--- src/rtl/contador_regressivo_mmss_pkg.sv ---
// Shared types and constants for the MM:SS countdown timer.
package contador_pkg;

  localparam int DIGIT_W   = 4;
  localparam int SEC_U_MAX = 9;
  localparam int SEC_T_MAX = 5;
  localparam int MIN_U_MAX = 9;

  typedef logic [DIGIT_W-1:0] digit_t;

  typedef enum logic [1:0] {
    IDLE  = 2'd0,
    RUN   = 2'd1,
    PAUSE = 2'd2,
    DONE  = 2'd3
  } state_t;

  function automatic digit_t clamp_digit(digit_t d, digit_t mx);
    return (d > mx) ? mx : d;
  endfunction

endpackage

--- src/rtl/contador_regressivo_mmss_if.sv ---
// Control, preset and display bus of the countdown timer; the timer is the slave.
interface contador_regressivo_mmss_if;
  import contador_pkg::*;

  logic   tick, load, start, stop;
  digit_t preset_min_t, preset_min_u, preset_sec_t, preset_sec_u;
  digit_t min_t, min_u, sec_t, sec_u;
  logic   running, zero, done;

  modport master (
    output tick, load, start, stop,
    output preset_min_t, preset_min_u, preset_sec_t, preset_sec_u,
    input  min_t, min_u, sec_t, sec_u, running, zero, done
  );

  modport slave (
    input  tick, load, start, stop,
    input  preset_min_t, preset_min_u, preset_sec_t, preset_sec_u,
    output min_t, min_u, sec_t, sec_u, running, zero, done
  );
endinterface

--- src/rtl/contador_regressivo_mmss_digito.sv ---
// One BCD down-counter digit, modulo MAX+1; load wins over enable.
module digito_regressivo
  import contador_pkg::*;
#(
  parameter int MAX = 9
) (
  input  logic   clk,
  input  logic   reset,
  input  logic   en_i,
  input  logic   load_i,
  input  digit_t load_val_i,
  output digit_t q_o,
  output logic   borrow_o
);

  digit_t q_q, q_d;

  always_comb begin
    q_d = q_q;
    if (load_i)     q_d = load_val_i;
    else if (en_i)  q_d = (q_q == '0) ? digit_t'(MAX) : q_q - digit_t'(1);
  end

  always_ff @(posedge clk) begin
    if (!reset) q_q <= '0;
    else        q_q <= q_d;
  end

  assign q_o      = q_q;
  assign borrow_o = en_i && (q_q == '0);

endmodule

--- src/rtl/contador_regressivo_mmss.sv ---
// MM:SS countdown timer: four chained BCD down-digits plus an IDLE/RUN/PAUSE/DONE FSM.
// Optional periodic reload on expiry: define CONTADOR_AUTO_RELOAD_EN.
module contador_regressivo_mmss
  import contador_pkg::*;
#(
  parameter int MIN_TENS_MAX = 5
) (
  input logic clk,
  input logic reset,
  contador_regressivo_mmss_if.slave bus
);

  // Digit index: 0=sec_u, 1=sec_t, 2=min_u, 3=min_t
  localparam int MAXV [4] = '{SEC_U_MAX, SEC_T_MAX, MIN_U_MAX, MIN_TENS_MAX};

  state_t state_q, state_d;
  logic   done_q, done_d;
  logic   dec, reload, ld;
  logic   nonzero, last_sec;
  logic   [3:0] brw;
  digit_t [3:0] q, pre, ld_val;

  assign pre[0] = clamp_digit(bus.preset_sec_u, digit_t'(SEC_U_MAX));
  assign pre[1] = clamp_digit(bus.preset_sec_t, digit_t'(SEC_T_MAX));
  assign pre[2] = clamp_digit(bus.preset_min_u, digit_t'(MIN_U_MAX));
  assign pre[3] = clamp_digit(bus.preset_min_t, digit_t'(MIN_TENS_MAX));

`ifdef CONTADOR_AUTO_RELOAD_EN
  digit_t [3:0] shadow_q;
  logic         shadow_nz;

  always_ff @(posedge clk) begin
    if (!reset)        shadow_q <= '0;
    else if (bus.load) shadow_q <= pre;
  end

  assign shadow_nz = |shadow_q;
  assign ld_val    = bus.load ? pre : shadow_q;
`else
  assign ld_val    = pre;
`endif

  assign nonzero  = |q;
  assign last_sec = (q == {digit_t'(0), digit_t'(0), digit_t'(0), digit_t'(1)});
  assign ld       = bus.load | reload;

  always_comb begin
    state_d = state_q;
    done_d  = 1'b0;
    dec     = 1'b0;
    reload  = 1'b0;
    if (bus.load) state_d = IDLE;
    else begin
      unique case (state_q)
        IDLE:  if (!bus.stop && bus.start && nonzero) state_d = RUN;
        RUN: begin
          if (bus.stop) state_d = PAUSE;
          else if (bus.tick && nonzero) begin
            dec = 1'b1;
            if (last_sec) begin
              done_d = 1'b1;
`ifdef CONTADOR_AUTO_RELOAD_EN
              if (shadow_nz) reload  = 1'b1;
              else           state_d = DONE;
`else
              state_d = DONE;
`endif
            end
          end
        end
        PAUSE: if (!bus.stop && bus.start) state_d = RUN;
        DONE:  ;
        default: state_d = IDLE;
      endcase
    end
  end

  always_ff @(posedge clk) begin
    if (!reset) begin
      state_q <= IDLE;
      done_q  <= 1'b0;
    end else begin
      state_q <= state_d;
      done_q  <= done_d;
    end
  end

  // Borrow ripples upward; min_t never borrows since dec is gated on a nonzero count.
  for (genvar i = 0; i < 4; i++) begin : g_dig
    digito_regressivo #(.MAX(MAXV[i])) u_dig (
      .clk        (clk),
      .reset      (reset),
      .en_i       ((i == 0) ? dec : brw[(i == 0) ? 0 : i-1]),
      .load_i     (ld),
      .load_val_i (ld_val[i]),
      .q_o        (q[i]),
      .borrow_o   (brw[i])
    );
  end

  assign bus.sec_u   = q[0];
  assign bus.sec_t   = q[1];
  assign bus.min_u   = q[2];
  assign bus.min_t   = q[3];
  assign bus.running = (state_q == RUN);
  assign bus.zero    = !nonzero;
  assign bus.done    = done_q;

endmodule

--- src/flat_wrapper.sv ---
// flat-port wrapper written by rule: the top's interface ports become plain ports
module contador_regressivo_mmss_flat import contador_pkg::*;
#(
  parameter int MIN_TENS_MAX = 5
)
  (clk, reset, bus_tick, bus_load, bus_start, bus_stop, bus_preset_min_t, bus_preset_min_u, bus_preset_sec_t, bus_preset_sec_u, bus_min_t, bus_min_u, bus_sec_t, bus_sec_u, bus_running, bus_zero, bus_done);
  contador_regressivo_mmss_if bus_i ();
  input logic clk;
  input logic reset;
  input wire logic [$bits(bus_i.tick)-1:0] bus_tick;
  input wire logic [$bits(bus_i.load)-1:0] bus_load;
  input wire logic [$bits(bus_i.start)-1:0] bus_start;
  input wire logic [$bits(bus_i.stop)-1:0] bus_stop;
  input wire logic [$bits(bus_i.preset_min_t)-1:0] bus_preset_min_t;
  input wire logic [$bits(bus_i.preset_min_u)-1:0] bus_preset_min_u;
  input wire logic [$bits(bus_i.preset_sec_t)-1:0] bus_preset_sec_t;
  input wire logic [$bits(bus_i.preset_sec_u)-1:0] bus_preset_sec_u;
  output wire logic [$bits(bus_i.min_t)-1:0] bus_min_t;
  output wire logic [$bits(bus_i.min_u)-1:0] bus_min_u;
  output wire logic [$bits(bus_i.sec_t)-1:0] bus_sec_t;
  output wire logic [$bits(bus_i.sec_u)-1:0] bus_sec_u;
  output wire logic [$bits(bus_i.running)-1:0] bus_running;
  output wire logic [$bits(bus_i.zero)-1:0] bus_zero;
  output wire logic [$bits(bus_i.done)-1:0] bus_done;
  assign bus_i.tick = bus_tick;
  assign bus_i.load = bus_load;
  assign bus_i.start = bus_start;
  assign bus_i.stop = bus_stop;
  assign bus_i.preset_min_t = bus_preset_min_t;
  assign bus_i.preset_min_u = bus_preset_min_u;
  assign bus_i.preset_sec_t = bus_preset_sec_t;
  assign bus_i.preset_sec_u = bus_preset_sec_u;
  assign bus_min_t = bus_i.min_t;
  assign bus_min_u = bus_i.min_u;
  assign bus_sec_t = bus_i.sec_t;
  assign bus_sec_u = bus_i.sec_u;
  assign bus_running = bus_i.running;
  assign bus_zero = bus_i.zero;
  assign bus_done = bus_i.done;
  contador_regressivo_mmss #(.MIN_TENS_MAX(MIN_TENS_MAX)) u_core (.clk(clk), .reset(reset), .bus(bus_i));
endmodule
--- config.mk ---
export PLATFORM = sky130hd
export DESIGN_NAME = contador_regressivo_mmss_flat
export DESIGN_NICKNAME = d
export VERILOG_FILES = /design/src/rtl/contador_regressivo_mmss_pkg.sv /design/src/rtl/contador_regressivo_mmss_if.sv /design/src/rtl/contador_regressivo_mmss_digito.sv /design/src/rtl/contador_regressivo_mmss.sv /design/src/flat_wrapper.sv
export SDC_FILE = /design/constraint.sdc
export NUM_CORES = 1
export LEC_CHECK = 0
export CAP_MARGIN = 25
export CORE_MARGIN = 4
export CORE_UTILIZATION = 39
export CTS_BUF_LIST = sky130_fd_sc_hd__clkbuf_16
export DETAILED_ROUTE_END_ITERATION = 8
export PLACE_DENSITY = 0.75
export SYNTH_ARGS = -nofsm -noshare
export SYNTH_HDL_FRONTEND = slang
export SYNTH_SLANG_ARGS = --single-unit
export TNS_END_PERCENT = 10
--- constraint.sdc ---
create_clock -name clk -period 1.7 [get_ports clk]
set_input_delay 0.34 -clock clk [delete_from_list [all_inputs] [get_ports clk]]
set_output_delay 0.34 -clock clk [all_outputs]
set_load 0.05 [all_outputs]
==> results of run 1 <==
## synthesized netlist by cell type, types with 2 or more instances
master     n
dfxtp_1   19
nor2_1    14
nand2_1   12
a21oi_1   11
o21ai_0    7
inv_1      6
nor3_1     6
clkbuf_1   4
nand2b_1   4
mux2i_1    3
nand3_1    3
nand4b_1   3
nor4_1     3
o21a_1     3
xnor2_1    3
a211oi_1   2
o211a_1    2
o311a_1    2
o31ai_1    2
## registers in the layout (all words and copies together) (netlist names)
signal and cells:
u_core.state_q 2, u_core.bus.done 1, u_core.g_dig.u_dig.q_o 16
## per-stage QoR
step                hold slack [ps]  utilization [%]  cells  setup TNS (ps)  total power, uW
floorplan                       450                -    132           -4340              682
global placement                576             69.6    231           -6370              875
detailed placement              575             69.6    231           -7320              887
CTS                             582             75.5    239           -2500             1380
global route                    611             76.6    239           -3620             1430
finish                          600             76.6    239           -2540             1390
## how the worst min path moves through the flow
stage | from | endpoint | slack, ps
6_report | u_core.g_dig[1].u_dig.q_o[3] | u_core.g_dig[1].u_dig.q_o[3] | 600
5_1_grt | bus_tick | u_core.state_q[1] | 610
4_1_cts | u_core.g_dig[1].u_dig.q_o[3] | u_core.g_dig[1].u_dig.q_o[3] | 580
3_5_place_dp | u_core.g_dig[1].u_dig.q_o[3] | u_core.g_dig[1].u_dig.q_o[3] | 570
3_3_place_gp | u_core.g_dig[1].u_dig.q_o[3] | u_core.g_dig[1].u_dig.q_o[3] | 580
2_1_floorplan | bus_preset_min_u[1] | u_core.g_dig[2].u_dig.q_o[1] | 450
## power breakdown
part | switching [uW] | internal (uW)
sequential | 13.4 | 466
clock | 178 | 313
combinational | 224 | 197
total | 416 | 976
## placed cells by master (no fill, tap or decap), drive strengths merged, types with 4 or more instances in the layout
master | Yosys | routed
dfxtp | 19 | 19
clkdlybuf4s50 | 0 | 19
inv | 6 | 7
nand2 | 12 | 12
nand2b | 4 | 4
nor2 | 14 | 14
o21ai | 7 | 7
a21oi | 11 | 11
nor3 | 7 | 7
buf | 0 | 56
## layout make-up
class / count / area [um2] / share of cell area (%)
Clock buffer: 3 / 75.1 / 3.85
Multi-Input combinational cell: 103 / 729 / 37.4
Sequential cell: 19 / 390 / 20.0
Timing Repair Buffer: 77 / 692 / 35.5
Clock inverter: 1 / 3.75 / 0.192
Inverter: 6 / 22.5 / 1.15
Tap cell: 30 / 37.5 / 1.92
## layer usage
layer	track usage [%]	vias to the layer above
met5	0	-
met4	9.18	0
met3	4.26	8
met2	42.6	55
met1	23.8	645
li1	-	650
## worst max-delay path, stage by stage, from the launching register on
cell and delay, ps:
dfxtp_4 340, or4_4 520, nand4b_1 280, nor3_4 220, buf_12 170
## cell families (layout without fill, tap and decap cells)
| kind of cell | after synthesis | in the layout | synth area share [%] |
|---|---|---|---|
| flops | 19 | 19 | 35.6 |
| simple gates | 57 | 57 | 30.0 |
| buf+inv | 10 | 87 | 3.51 |
| xor+xnor | 4 | 4 | 3.28 |
| mux | 3 | 3 | 2.81 |
| compound gates | 39 | 39 | 24.8 |
## repair_timing
action / in CTS / in global routing
gates cloned: 1 / 0
endpoints found under the setup margin: 20 / 19
gates resized for setup: 10 / 6
setup buffers: 3 / 0
pin swaps: 4 / 3
==> results.yml, run 1 <==
status:
  outcome: "finished with violations"
  violations: "setup timing"
logic_synthesis:
  synth_cells: 132
  async_flop_share_pct: 0
  postSynthAreaPerCell_um2: 8.09
  synth_area_leaders: "dfxtp_1, a21oi_1, nor2_1, nand2_1, o21ai_0"
  seq_area_frac_synth_pct: 35.6
  netlist-cell-type-count: 42
  ys_warn_count: 0
  synth_top_area_share_pct: 35.6
  synth_nets: 154
  yosys.area.top_type: "dfxtp_1"
  synth_edf_count: 0
  ys.flop_type: "dfxtp_1"
  ys_seq_elements: 19
  synth.cell_area_um2: 1070
route:
  wl_met1_mm: 1.54
  drtIter0Drc: 50
  routed-wl-met2_mm: 2.04
  remaining_drc_errors: 0
  ant_nets: 0
  dr.pass1.iters: 4
  dr.max_layer_used: "met4"
  route.met3.wl_um: 274
  routed_via_density: 5.68
  dr_total_vias: 1358
  routedWlPerCell_um: 16.4
  routed_wl_mm: 3.91
setup_path:
  crit_start: "u_core.g_dig[2].u_dig.q_o[0]"
  timing.rr.end: "u_core.g_dig[3].u_dig.q_o[2]"
  start_kind: "flop"
  cp_max_fo: 2
  crit_end: "bus_zero"
  crit_required_ps: 1360
  timing.rr.start: "u_core.g_dig[2].u_dig.q_o[0]"
  cp-end-kind: "primary output"
  reg2reg_depth: 5
  worst-setup-path-type: "reg -> out"
  ff2ff_setup_slack_ps: -330
  cp.arrival_ps: 1770
floorplan:
  die_h_um: 60.3
  dieArea_um2: 3640
  num_io_pins: 41
  core_um2: 2540
  rows: 18
  initial_core_util_pct: 42.0
  die_w_um: 60.3
clock_network:
  path_clk_slew_ps: 60
  cts.sinks: 19
  cts_tree: "yes"
  cts_max_path_buffers: 2
  numCtsBuffers: 3
  cts_max_level: 1
  root_buffer: "clkbuf_16"
  postCtsHoldBufs: 0
  clk_latency_ps: 250
sta:
  skew_ps: 2.91
  fmax_mhz: 474
  report.final.slew_viol_count: 0
  final_hold_viol_count: 0
  layout_setup_ws_ps: -410
  rsz0062_at_grt: "yes"
  finalCriticalPeriod_ps: 2110
  post-route-period-util_pct: 124
  slew_headroom_pct: 67.7
  finalSetupViolCount: 15
  worst_slew_pin_slew_ps: 472
power:
  powerDensity_nw_per_um2: 714
  vdd_drop_max_mv: 0.635
  power_leakage_uw: 0.000828
hold_path:
  hold_depth: 2
  hold_path.class: "reg -> reg"
layout:
  syn_to_final_growth_pct: 82.6
  drive_above_1_share_pct: 37.3
  final_area_um2: 1950
  fill_cells: 183
  nNetsFinal: 232
  diodes: 0
global_routing:
  grt_pass1_wl_mm: 6.10
  grt_max_degree: 11
  grt.total_usage_pct: 22.3
  antenna_found_initial: 0
  grt_overflow: 0
  grt_pass1_vias: 1339
placed_design:
  gp_congestion: 0.803
  pre_cts_ws_ps: -613
  dpl.hpwl_mm: 2.90
  port_buffers: 40
  place_area_um2: 1770
flow_run:
  maxCapViolations: 0
Power figures use the tool's default switching activity.
==> inputs of run 2 (changes only) <==
--- a/config.mk
+++ b/config.mk
@@ -10,6 +10,7 @@
 export CORE_UTILIZATION = 39
 export CTS_BUF_LIST = sky130_fd_sc_hd__clkbuf_16
 export DETAILED_ROUTE_END_ITERATION = 8
+export GPL_TIMING_DRIVEN = 0
 export PLACE_DENSITY = 0.75
 export SYNTH_ARGS = -nofsm -noshare
 export SYNTH_HDL_FRONTEND = slang
==> run 2 against run 1 <==
  * The run still ends with setup timing left
  * Combinational power down 25%
  * First-iteration DRC count is 4.0% higher
  * Sequential power rose by 4.6%
  * Cell count fell by 11%
  * Critical path depth unchanged
  * Sequential share of layout area up 2.9 points
  * Register-to-register slack worse by 70 ps
  * Critical path type unchanged
==> results.yml, run 2 (synthesis results as in run 1) <==
floorplan:
  die_w_um: 60.3
  num_io_pins: 41
  core_um2: 2540
  die_h_um: 60.3
  dieArea_um2: 3640
  rows: 18
  initial_core_util_pct: 42.0
power:
  vdd_drop_max_mv: 0.625
  power_leakage_uw: 0.000731
  power_frac_comb_pct: 24.4
  switching_power_uw: 384
  p_total_uw: 1300
  switching_share_pct: 29.5
  p_int_uw: 915
  pwr-share-seq_pct: 38.6
  clockPowerShare_pct: 37.0
  powerDensity_nw_per_um2: 755
clock_network:
  cts_max_level: 1
  cts_max_path_buffers: 2
  path_clk_slew_ps: 60
  root_buffer: "clkbuf_16"
  postCtsHoldBufs: 0
  cts_tree: "yes"
  cts.sinks: 19
  clk_latency_ps: 250
  numCtsBuffers: 3
route:
  drtIter0Drc: 52
  routed_wl_mm: 3.32
  dr_total_vias: 1210
  dr.pass1.iters: 4
  ant_nets: 0
  routedWlPerCell_um: 15.6
  remaining_drc_errors: 0
  routed_via_density: 5.68
sta:
  fmax_mhz: 464
  finalCriticalPeriod_ps: 2160
  finalSetupViolCount: 15
  final_hold_viol_count: 0
  post-route-period-util_pct: 127
  slew_headroom_pct: 66.2
  layout_setup_ws_ps: -455
  worst_slew_pin_slew_ps: 507
  report.final.slew_viol_count: 0
  skew_ps: 5.51
  rsz0062_at_grt: "yes"
global_routing:
  grt_max_degree: 11
  grt.total_usage_pct: 18.6
  grt_pass1_vias: 1132
  antenna_found_initial: 0
  grt_overflow: 0
  grt_pass1_wl_mm: 5.14
layout:
  syn_to_final_growth_pct: 61.1
  seq_area_um2: 394
  nNetsFinal: 206
  diodes: 0
  drive_above_1_share_pct: 21.9
  multiInputGateArea_um2: 736
  final_cell_mix: "clkdlybuf4s50_1, dlygate4sd2_1, nor2_1"
  largest_reg_flops: 16
  layout_commonest_cell: "clkdlybuf4s50_1"
  post-route-util_pct: 67.7
  fill_cells: 218
placed_design:
  gp_congestion: 0.806
  port_buffers: 40
  dpl.hpwl_mm: 2.34
setup_path:
  timing.rr.end: "u_core.g_dig[3].u_dig.q_o[2]"
  cpMaxStageDelayCell: "or4_4"
  cp_cell_sequence: "or4_4 -> nand4b_1 -> nor3_4 -> buf_6"
  timing.rr.start: "u_core.g_dig[2].u_dig.q_o[0]"
  cp_max_fo: 2
  critPathBufInv: 1
  crit_family: "simple AND/OR/NAND/NOR gates"
  start_kind: "flop"
  ff2ff_setup_slack_ps: -400
  worst-setup-path-type: "reg -> out"
  cp-end-kind: "primary output"
  crit_required_ps: 1360
  reg2reg_depth: 5
  cp.arrival_ps: 1820
  max_stage_delay_ps: 540
hold_path:
  hold_path.class: "in -> reg"
  hold_depth: 3
  hp-start: "bus_stop"
  hold_end: "u_core.state_q[0]"
status:
  violations: "setup timing"
  outcome: "finished with violations"
flow_run:
  maxCapViolations: 0
## run 2: layout make-up
type,count,share of cell area (%)
plain buffers,4,1.53
clock buffers,3,4.36
clock inverters,1,0.218
inverters,6,1.31
multi-input cells,103,42.7
flip-flops and latches,19,22.9
well taps,30,2.18
repair buffers,47,24.8
## run 2: routing by layer
layer	vias up	track usage, %	share of wire [%]
li1	598	-	-
met1	564	23.9	43
met2	46	32.9	50
met3	2	2.98	6.7
met4	0	4.11	0.27
met5	-	0	0
## run 2: tightest hold or removal path, stage by stage
cell	delay [ps]
clkbuf_2	140
a21oi_1	60
o21a_1	160
## run 2: how the worst max path moves through the flow
stage	from	to	slack (ps)	cells past startpoint
after floorplan	u_core.g_dig[2].u_dig.q_o[3]	u_core.state_q[0]	-620	5
after global placement	u_core.g_dig[2].u_dig.q_o[3]	bus_zero	-1130	4
after detailed placement	u_core.g_dig[2].u_dig.q_o[3]	bus_zero	-1160	4
after CTS	u_core.g_dig[2].u_dig.q_o[0]	bus_zero	-450	4
after global routing	u_core.g_dig[2].u_dig.q_o[0]	bus_zero	-510	4
final	u_core.g_dig[2].u_dig.q_o[0]	bus_zero	-460	4
## run 2: through the flow
stage | instances | area, um2 | TNS (ps) | hold slack (ps) | worst slack (ps)
4_1_cts | 213 | 1700 | -2730 | 501 | -449
3_3_place_gp | 202 | 1520 | -9710 | 466 | -1130
6_report | 213 | 1720 | -2760 | 486 | -455
3_5_place_dp | 202 | 1520 | -11330 | 487 | -1160
5_1_grt | 213 | 1720 | -4110 | 515 | -513
2_1_floorplan | 132 | 1080 | -4340 | 450 | -623
## run 2: repair_timing
| item | in CTS | in global routing |
|---|---|---|
| pin swaps | 7 | 2 |
| hold endpoints to repair | 0 | 0 |
| setup endpoints to repair | 37 | 23 |
| setup buffers | 7 | 0 |
| gates cloned | 0 | 0 |
| gates resized for setup | 42 | 13 |
## run 2: power by group through the flow
stage / combinational, uW / clock [uW] / sequential (uW)
2_1_floorplan: 108 / 0 / 574
3_3_place_gp: 295 / 0 / 509
3_5_place_dp: 299 / 0 / 510
4_1_cts: 312 / 481 / 500
5_1_grt: 337 / 501 / 504
6_report: 317 / 481 / 502
==> inputs of run 3 (changes only) <==
--- a/config.mk
+++ b/config.mk
@@ -7,11 +7,12 @@
 export LEC_CHECK = 0
 export CAP_MARGIN = 25
 export CORE_MARGIN = 4
-export CORE_UTILIZATION = 39
+export CORE_UTILIZATION = 43
 export CTS_BUF_LIST = sky130_fd_sc_hd__clkbuf_16
 export DETAILED_ROUTE_END_ITERATION = 8
 export GPL_TIMING_DRIVEN = 0
-export PLACE_DENSITY = 0.75
+export PLACE_DENSITY = 0.79
+export SETUP_SLACK_MARGIN = 0.2
 export SYNTH_ARGS = -nofsm -noshare
 export SYNTH_HDL_FRONTEND = slang
 export SYNTH_SLANG_ARGS = --single-unit
==> constraint.sdc (replaced) <==
create_clock -name clk -period 2.2 [get_ports clk]
set_input_delay 0.44 -clock clk [delete_from_list [all_inputs] [get_ports clk]]
set_output_delay 0.44 -clock clk [all_outputs]
set_load 0.05 [all_outputs]
==> run 3 against run 2 <==
  * The flow still finishes with violations (setup timing)
  * Clock skew is 4.2 ps lower
  * Power shrank 21%
  * Via count rose by 0.33%
  * Utilization up 7.9 points
  * Worst setup slack improved by 390 ps
  * Sequential share of layout area shrank 0.40 points
  * First-iteration DRC count is 37% lower
  * Cell count shrank 1.9%
  * Non-clock buffer count shrank 2
  * Critical path type unchanged
  * Critical endpoint unchanged
  * Largest cell class unchanged
==> results.yml, run 3 (synthesis results as in run 1) <==
setup_path:
  ff2ff_setup_slack_ps: 60
  critPathBufInv: 1
  cpMaxStageDelayCell: "or4_4"
  crit_required_ps: 1760
  cp-end-kind: "primary output"
  timing.rr.end: "u_core.g_dig[3].u_dig.q_o[2]"
  crit_family: "simple AND/OR/NAND/NOR gates"
  timing.rr.start: "u_core.g_dig[2].u_dig.q_o[0]"
  crit_start: "u_core.g_dig[2].u_dig.q_o[0]"
  worst-setup-path-type: "reg -> out"
  cp.arrival_ps: 1820
  max_stage_delay_ps: 540
  cp_cell_sequence: "or4_4 -> nand4b_1 -> nor3_4 -> buf_6"
  reg2reg_depth: 5
  cp_max_fo: 2
  start_kind: "flop"
floorplan:
  core_um2: 2300
  num_io_pins: 41
  dieArea_um2: 3350
  rows: 17
  die_w_um: 57.9
  initial_core_util_pct: 46.5
  die_h_um: 57.9
global_routing:
  grt_pass1_vias: 1197
  grt_max_degree: 12
  grt_overflow: 0
  grt.total_usage_pct: 21.0
  antenna_found_initial: 0
  grt_pass1_wl_mm: 5.53
hold_path:
  hold_end: "u_core.g_dig[1].u_dig.q_o[3]"
  hold_depth: 1
  hp-start: "u_core.g_dig[1].u_dig.q_o[3]"
  hold_path.class: "reg -> reg"
layout:
  drive_above_1_share_pct: 17.1
  final_area_um2: 1740
  final_cell_mix: "clkdlybuf4s50_1, dfxtp_1, nor2_1"
  layout_commonest_cell: "clkdlybuf4s50_1"
  largest_reg_flops: 16
  diodes: 0
  nNetsFinal: 204
  syn_to_final_growth_pct: 62.4
  stdcell_count: 209
  post-route-util_pct: 75.5
placed_design:
  dp_cells: 200
  port_buffers: 40
  dpl.hpwl_mm: 2.35
  gp_congestion: 0.855
  pre_cts_ws_ps: -756
  place_area_um2: 1520
flow_run:
  maxCapViolations: 0
sta:
  final_hold_viol_count: 0
  setup-tns-final_ps: -64.9
  rsz0062_at_grt: "yes"
  finalSetupViolCount: 1
  finalCriticalPeriod_ps: 2260
  skew_ps: 1.35
  slew_headroom_pct: 63.1
  fmax_mhz: 442
  layout_setup_ws_ps: -64.9
  report.final.slew_viol_count: 0
  post-route-period-util_pct: 103
  worst_slew_pin_slew_ps: 554
route:
  dr_total_vias: 1214
  routed_wl_mm: 3.44
  drtIter0Drc: 33
  routed_via_density: 5.81
  routedWlPerCell_um: 16.4
  ant_nets: 0
  remaining_drc_errors: 0
  dr.pass1.iters: 4
clock_network:
  postCtsHoldBufs: 0
  cts_max_level: 1
  clk_latency_ps: 250
  cts.sinks: 19
  cts_max_path_buffers: 2
  root_buffer: "clkbuf_16"
  cts_tree: "yes"
  path_clk_slew_ps: 60
  numCtsBuffers: 3
status:
  outcome: "finished with violations"
  violations: "setup timing"
power:
  powerDensity_nw_per_um2: 593
  vdd_drop_max_mv: 0.595
  power_leakage_uw: 0.000712
[run 3: where the power goes]
group	switching (uW)	internal (uW)	leakage (uW)
clock network	140	244	0.0000409
logic	144	114	0.000513
registers	25.8	360	0.000158
[run 3: timing repair]
| action | in CTS | in global routing |
|---|---|---|
| buffers inserted | 5 | 0 |
| pin swaps | 4 | 2 |
| hold endpoints to repair | 0 | 0 |
| endpoints found under the setup margin | 22 | 14 |
| gates resized for setup | 22 | 11 |
[run 3: how the worst max path moves through the flow]
stage                     to  slack [ps]  cells after the start
finish              bus_zero         -60                      4
floorplan           bus_zero        -140                      3
global placement    bus_zero        -760                      4
CTS                 bus_zero         -50                      4
detailed placement  bus_zero        -760                      4
global route        bus_zero        -110                      4
[run 3: area by class of cell]
class / count / area (um2)
Tap cell: 28 / 35.0
Timing Repair Buffer: 45 / 447
Multi-Input combinational cell: 103 / 734
Buffer: 4 / 26.3
Clock buffer: 3 / 75.1
Clock inverter: 1 / 5.00
Fill cell: 170 / 562
Inverter: 6 / 22.5
Sequential cell: 19 / 390
[run 3: stage by stage]
step	hold WS [ps]	total power, uW
2_1_floorplan	511	527
3_3_place_gp	475	621
3_5_place_dp	488	626
4_1_cts	496	1020
5_1_grt	522	1060
6_report	497	1030
[run 3: layer usage]
layer / GRT usage, % / share of wire, % / routed length, um / up-vias
met3: 3.79 / 6.0 / 206 / 7
met1: 25.6 / 42 / 1430 / 566
met5: 0 / 0 / 0 / -
li1: - / - / - / 595
met2: 36.1 / 50 / 1730 / 46
met4: 8.61 / 1.9 / 65 / 0
